File: config.mk
export PLATFORM = sky130hd
export DESIGN_NAME = mult_seq
export DESIGN_NICKNAME = d
export VERILOG_FILES = /design/src/rtl/mult_pkg.sv /design/src/rtl/fa_nbit.sv /design/src/rtl/mult_seq.sv
export SDC_FILE = /design/constraint.sdc
export NUM_CORES = 1
export LEC_CHECK = 0
export ABC_CLOCK_PERIOD_IN_PS = 33800
export CAP_MARGIN = 10
export CORE_MARGIN = 1.5
export CORE_UTILIZATION = 57
export DETAILED_ROUTE_END_ITERATION = 6
export MAX_ROUTING_LAYER = met4
export PLACE_DENSITY_LB_ADDON = 0.12
export SETUP_SLACK_MARGIN = 0.02
export SLEW_MARGIN = 25
export SYNTH_ARGS = -nofsm -noshare
export SYNTH_HDL_FRONTEND = slang
export SYNTH_SLANG_ARGS = --single-unit
File: constraint.sdc
create_clock -name clk -period 33.8 [get_ports clk]
set_clock_uncertainty 0.15 [all_clocks]
set_input_delay 6.76 -clock clk [delete_from_list [all_inputs] [get_ports clk]]
set_output_delay 6.76 -clock clk [all_outputs]
set_load 0.005 [all_outputs]
File: src/rtl/mult_pkg.sv
// ============================================================================
// Module      : mult_pkg
// Description : Shared types and helpers for the sequential Booth multiplier.
// Revision    : 1.0 - initial release
// ============================================================================
`default_nettype none

package mult_pkg;

    typedef enum logic [1:0] {
        IDLE = 2'd0,
        RUN  = 2'd1,
        DONE = 2'd2
    } state_t;

    // Booth pair {Q LSB, q_prev}
    localparam logic [1:0] BOOTH_ADD = 2'b01;
    localparam logic [1:0] BOOTH_SUB = 2'b10;

    function automatic int cnt_width(input int width);
        return $clog2(width + 2);
    endfunction

endpackage

`default_nettype wire

File: src/rtl/fa_nbit.sv
// ============================================================================
// Module      : fa_nbit
// Description : Parameterised ripple-carry adder, cin enters at the LSB.
// Revision    : 1.0 - initial release
// ============================================================================
`default_nettype none

module fa_nbit #(
    parameter int WIDTH = 8
) (
    input  logic [WIDTH-1:0] a,
    input  logic [WIDTH-1:0] b,
    input  logic             cin,
    output logic [WIDTH-1:0] sum,
    output logic             cout,
    output logic             of
);

    logic w_carry;
    logic w_carry_msb;

    always_comb begin
        sum         = '0;
        w_carry     = cin;
        w_carry_msb = cin;
        for (int i = 0; i < WIDTH; i++) begin
            w_carry_msb = w_carry;
            sum[i]      = a[i] ^ b[i] ^ w_carry;
            w_carry     = (a[i] & b[i]) | (w_carry & (a[i] ^ b[i]));
        end
    end

    assign cout = w_carry;
    // Signed overflow: carry into the MSB differs from carry out of it.
    assign of   = w_carry ^ w_carry_msb;

endmodule

`default_nettype wire

File: src/rtl/mult_seq.sv
// ============================================================================
// Module      : mult_seq
// Description : Iterative radix-2 Booth multiplier, WIDTH+1 iterations/product.
// Revision    : 1.0 - initial release
// ============================================================================
`default_nettype none

module mult_seq
    import mult_pkg::*;
#(
    parameter int WIDTH = 32
) (
    input  logic             clk,
    input  logic             reset,
    input  logic             start,
    input  logic             is_signed,
    input  logic [0:WIDTH-1] a,
    input  logic [0:WIDTH-1] b,
    output logic             busy,
    output logic             done,
    output logic [0:WIDTH-1] prod_hi,
    output logic [0:WIDTH-1] prod_lo,
    output logic             ovf
);

    localparam int             CW        = cnt_width(WIDTH);
    localparam logic [CW-1:0]  LAST_ITER = CW'(WIDTH);

    state_t             state_q, state_d;
    logic [WIDTH:0]     m_q, m_d;
    logic [WIDTH:0]     acc_q, acc_d;
    logic [WIDTH:0]     q_q, q_d;
    logic               qprev_q, qprev_d;
    logic [CW-1:0]      cnt_q, cnt_d;
    logic               sgn_q, sgn_d;
    logic [WIDTH-1:0]   hi_q, hi_d;
    logic [WIDTH-1:0]   lo_q, lo_d;
    logic               ovf_q, ovf_d;

    // Ports number bit 0 as MSB; internally everything is [N-1:0].
    logic [WIDTH-1:0]   w_a;
    logic [WIDTH-1:0]   w_b;
    logic [1:0]         w_pair;
    logic               w_sub;
    logic [WIDTH:0]     w_add_b;
    logic [WIDTH:0]     w_sum;
    logic [WIDTH:0]     w_acc_upd;
    logic [2*WIDTH-1:0] w_prod;
    logic               w_unused_cout;
    logic               w_unused_of;

    assign w_a     = a;
    assign w_b     = b;
    assign w_pair  = {q_q[0], qprev_q};
    assign w_sub   = (w_pair == BOOTH_SUB);
    assign w_add_b = w_sub ? ~m_q : m_q;

    fa_nbit #(
        .WIDTH (WIDTH + 1)
    ) u_add (
        .a    (acc_q),
        .b    (w_add_b),
        .cin  (w_sub),
        .sum  (w_sum),
        .cout (w_unused_cout),
        .of   (w_unused_of)
    );

    always_ff @(posedge clk) begin
        if (reset) begin
            state_q <= IDLE;
            m_q     <= '0;
            acc_q   <= '0;
            q_q     <= '0;
            qprev_q <= 1'b0;
            cnt_q   <= '0;
            sgn_q   <= 1'b0;
            hi_q    <= '0;
            lo_q    <= '0;
            ovf_q   <= 1'b0;
        end else begin
            state_q <= state_d;
            m_q     <= m_d;
            acc_q   <= acc_d;
            q_q     <= q_d;
            qprev_q <= qprev_d;
            cnt_q   <= cnt_d;
            sgn_q   <= sgn_d;
            hi_q    <= hi_d;
            lo_q    <= lo_d;
            ovf_q   <= ovf_d;
        end
    end

    always_comb begin
        state_d   = state_q;
        m_d       = m_q;
        acc_d     = acc_q;
        q_d       = q_q;
        qprev_d   = qprev_q;
        cnt_d     = cnt_q;
        sgn_d     = sgn_q;
        hi_d      = hi_q;
        lo_d      = lo_q;
        ovf_d     = ovf_q;
        busy      = 1'b0;
        done      = 1'b0;
        w_prod    = '0;
        w_acc_upd = (w_pair == BOOTH_ADD || w_pair == BOOTH_SUB) ? w_sum : acc_q;

        case (state_q)
            IDLE, DONE: begin
                done = (state_q == DONE);
                if (start) begin
                    state_d = RUN;
                    m_d     = {is_signed & w_a[WIDTH-1], w_a};
                    q_d     = {is_signed & w_b[WIDTH-1], w_b};
                    acc_d   = '0;
                    qprev_d = 1'b0;
                    cnt_d   = '0;
                    sgn_d   = is_signed;
                end else begin
                    state_d = IDLE;
                end
            end
            RUN: begin
                busy    = 1'b1;
                acc_d   = {w_acc_upd[WIDTH], w_acc_upd[WIDTH:1]};
                q_d     = {w_acc_upd[0], q_q[WIDTH:1]};
                qprev_d = q_q[0];
                cnt_d   = cnt_q + CW'(1);
                if (cnt_q == LAST_ITER) begin
                    state_d = DONE;
                    // Low 2*WIDTH bits of {A,Q} after the final shift.
                    w_prod  = {acc_d[WIDTH-2:0], q_d};
                    hi_d    = w_prod[2*WIDTH-1:WIDTH];
                    lo_d    = w_prod[WIDTH-1:0];
                    ovf_d   = sgn_q ? (hi_d != {WIDTH{lo_d[WIDTH-1]}})
                                    : (hi_d != '0);
                end
            end
            default: begin
                state_d = IDLE;
            end
        endcase
    end

    assign prod_hi = hi_q;
    assign prod_lo = lo_q;
    assign ovf     = ovf_q;

endmodule

`default_nettype wire
==> results_dict.tcl <==
set metrics [dict create \
    crit_start "qprev_q$_SDFFE_PP0P_" \
    cpPeakStageDelay_ps 460 \
    avgSynthCellArea_um2 8.63 \
    arrival_ps 15540 \
    ff2ff_setup_slack_ps 18410 \
    initial_core_util_pct 58.9 \
    grt.total_usage_pct 27.7 \
    core_mm2 0.0133 \
    cts_root_buf "clkbuf_16" \
    via_per_inst 5.65 \
    antenna_cells 0 \
    drive_gt1_share_pct 7.58 \
    fp.dieH_um 120 \
    reg2regPathDepth 41 \
    rows 42 \
    async_flop_share_pct 0 \
    ys.flop_type "dfxtp_1" \
    critPathSlowestCell "fa_1" \
    holdBufCountCts 0 \
    syn_to_final_growth_pct 25.3 \
    grt_start_max_net_pins 95 \
    r2r-start "qprev_q$_SDFFE_PP0P_" \
    synthTopCellsByArea "dfxtp_1 44%, nand2_1 11%, a21oi_1 8.9%" \
    post-route-period-util_pct 45.5 \
    rsz0062_at_grt "false" \
    crit_fanout 33 \
    tns_ps 0 \
    cts_made_buffers 17 \
    grt_overflow 0 \
    peakVddDrop_mv 0.0424 \
    min_from "prod_lo[10]$_SDFFE_PP0P_" \
    clk_path_buf_depth 2 \
    hpwl_mm 11.8 \
    min_period_ps 15390 \
    critPathRequiredTime_ps 33950 \
    worst_slew_pin_slew_ps 933 \
    grt_pass1_wl_mm 31.3 \
    finalSetupViolCount 0 \
    hp-class "register to register" \
    endpoint "ovf$_SDFFE_PP0P_" \
    gp_congestion 0.833 \
    critPathKind "register to register" \
    ys_warn_count 0 \
    drt-total-wl_mm 19.0 \
    syn_inst 911 \
    ys_types 42 \
    synth_edf_count 0 \
    max_freq_mhz 65.0 \
    max_slew_margin_pct 37.8 \
    power_mw 0.487 \
    antenna_left 0 \
    post-cts-setup-buffer-count 0 \
    drc 0 \
    ctsResizeCount 0 \
    slew_violations 0 \
    ys_ff_latch 173 \
    nNetsFinal 1105 \
    io_pins 135 \
    p_leak_nw 3.64 \
    drtIter0Drc 580 \
    start_kind "register" \
    io_buffers 134 \
    drtPass1Iterations 5 \
    syn-num-nets 1013 \
    tritoncts "done" \
    wl_per_cell_um 15.9 \
    synth.top_cell.area_share_pct 44.1 \
    clock-sinks 173 \
    drv_cap 0 \
    cpMostUsedCell "fa_1" \
    yosysSeqAreaShare_pct 44.1 \
    htreeDepth 4 \
    grt_pass1_vias 6359 \
    cp-end-kind "register" \
    die_x_um 120 \
    yosys.area.top_type "dfxtp_1" \
    synth_area_mm2 0.00786 \
    outcome "complete, no violations" \
    routed-via-count 6730 \
    die_area_mm2 0.0145 \
    clock_latency_ps 440 \
    power_density_mw_per_mm2 49.4 \
    worst_r2r_endpoint "ovf$_SDFFE_PP0P_" \
    path_clk_slew_ps 60 \
    fill_cells 1074 \
    antenna_found_initial 0 \
    finalHoldViolations 0 \
]
-- stage by stage --
step           cell area (µm²)  setup slack [ps]  hold WS [ps]  cells  utilization, %
5_1_grt                   9850             17840           322   1192            73.8
4_1_cts                   9830             18350           305   1191            73.6
3_3_place_gp              9170             18730           292   1159            68.7
3_5_place_dp              9170             18400           296   1159            68.7
6_report                  9850             18410           303   1192            73.8
2_1_floorplan             7860             19170           286    911               -
-- routing by layer --
metal / share of wire [%] / track usage, % / wire, µm
met5: 0 / - / 0
met4: 1.8 / 8.53 / 335
met3: 5.7 / 6.08 / 1090
met2: 49 / 44.0 / 9210
met1: 44 / 35.5 / 8350
-- registers in the layout, indices dropped and copies added, names as in the netlist, 2 cells and up --
| name | count |
|---|---|
| m_q | 33 |
| cnt_q | 6 |
| q_q | 33 |
| state_q | 2 |
| prod_lo | 32 |
| prod_hi | 32 |
| acc_q | 32 |
-- worst min path at each step --
stage,to,slack [ps],cells after the start
CTS,prod_hi[30]$_SDFFE_PP0P_,300,2
floorplan,sgn_q$_SDFFE_PP0P_,290,2
detailed placement,prod_hi[30]$_SDFFE_PP0P_,300,2
global placement,prod_lo[14]$_SDFFE_PP0P_,290,2
global route,prod_lo[1]$_SDFFE_PP0P_,320,2
finish,prod_lo[10]$_SDFFE_PP0P_,300,2
-- worst max-delay path: cells and delay by family, from the launching register on --
family | cells | cell delay, ps
multiplexers | 2 | 480
buffers and inverters | 3 | 430
AO/OA/AOI/OAI | 3 | 580
AND/OR/NAND/NOR | 1 | 210
adder cells (fa/ha/maj) | 32 | 13080
flip-flops | 1 | 330
-- cell families (layout without fill, tap and decap cells) --
| logic type | count (synthesis) | count (layout) | share of synthesized area (%) |
|---|---|---|---|
| simple gates | 344 | 344 | 18.7 |
| flops | 173 | 173 | 44.1 |
| xor+xnor | 35 | 35 | 3.90 |
| buf+inv | 80 | 185 | 4.76 |
| compound gates | 216 | 216 | 16.1 |
| mux | 29 | 29 | 4.09 |
| fa+ha+maj | 34 | 34 | 8.37 |
-- Yosys cell counts, drive strengths merged (11+ instances only) --
library cell  count
a21oi           140
a22oi            63
buf              32
clkbuf           37
dfxtp           173
fa               31
inv              11
mux2             25
nand2           224
nand4            15
nor2             56
xor2             29
-- cell type report --
cell class,count,area [µm²],area share [%]
multi-input combinational,658,4050,41.1
timing repair buffer,142,1410,14.3
inverter,11,43.8,0.445
tap,176,220,2.24
clock buffer,20,467,4.74
sequential,173,3460,35.2
clock inverter,12,190,1.93
-- cells in the final DEF, fill, tap and decap left out, types with 10 or more instances in the layout --
| master | Yosys | final |
|---|---|---|
| clkbuf_16 | 0 | 17 |
| a22oi_1 | 63 | 63 |
| fa_1 | 31 | 31 |
| a21oi_1 | 140 | 140 |
| clkdlybuf4s50_1 | 0 | 133 |
| dfxtp_1 | 173 | 173 |
| nand4_1 | 14 | 14 |
| inv_1 | 10 | 10 |
| mux2_2 | 25 | 25 |
| xor2_1 | 29 | 29 |
| nor2_1 | 56 | 55 |
| nand2_1 | 224 | 224 |
-- where the power goes --
group          switching (mW)  internal (mW)  total (mW)
logic                  0.0316         0.0238      0.0554
registers             0.00522          0.210       0.215
clock network          0.0798          0.136       0.216
Note: power is estimated with default switching activity, not from simulation.
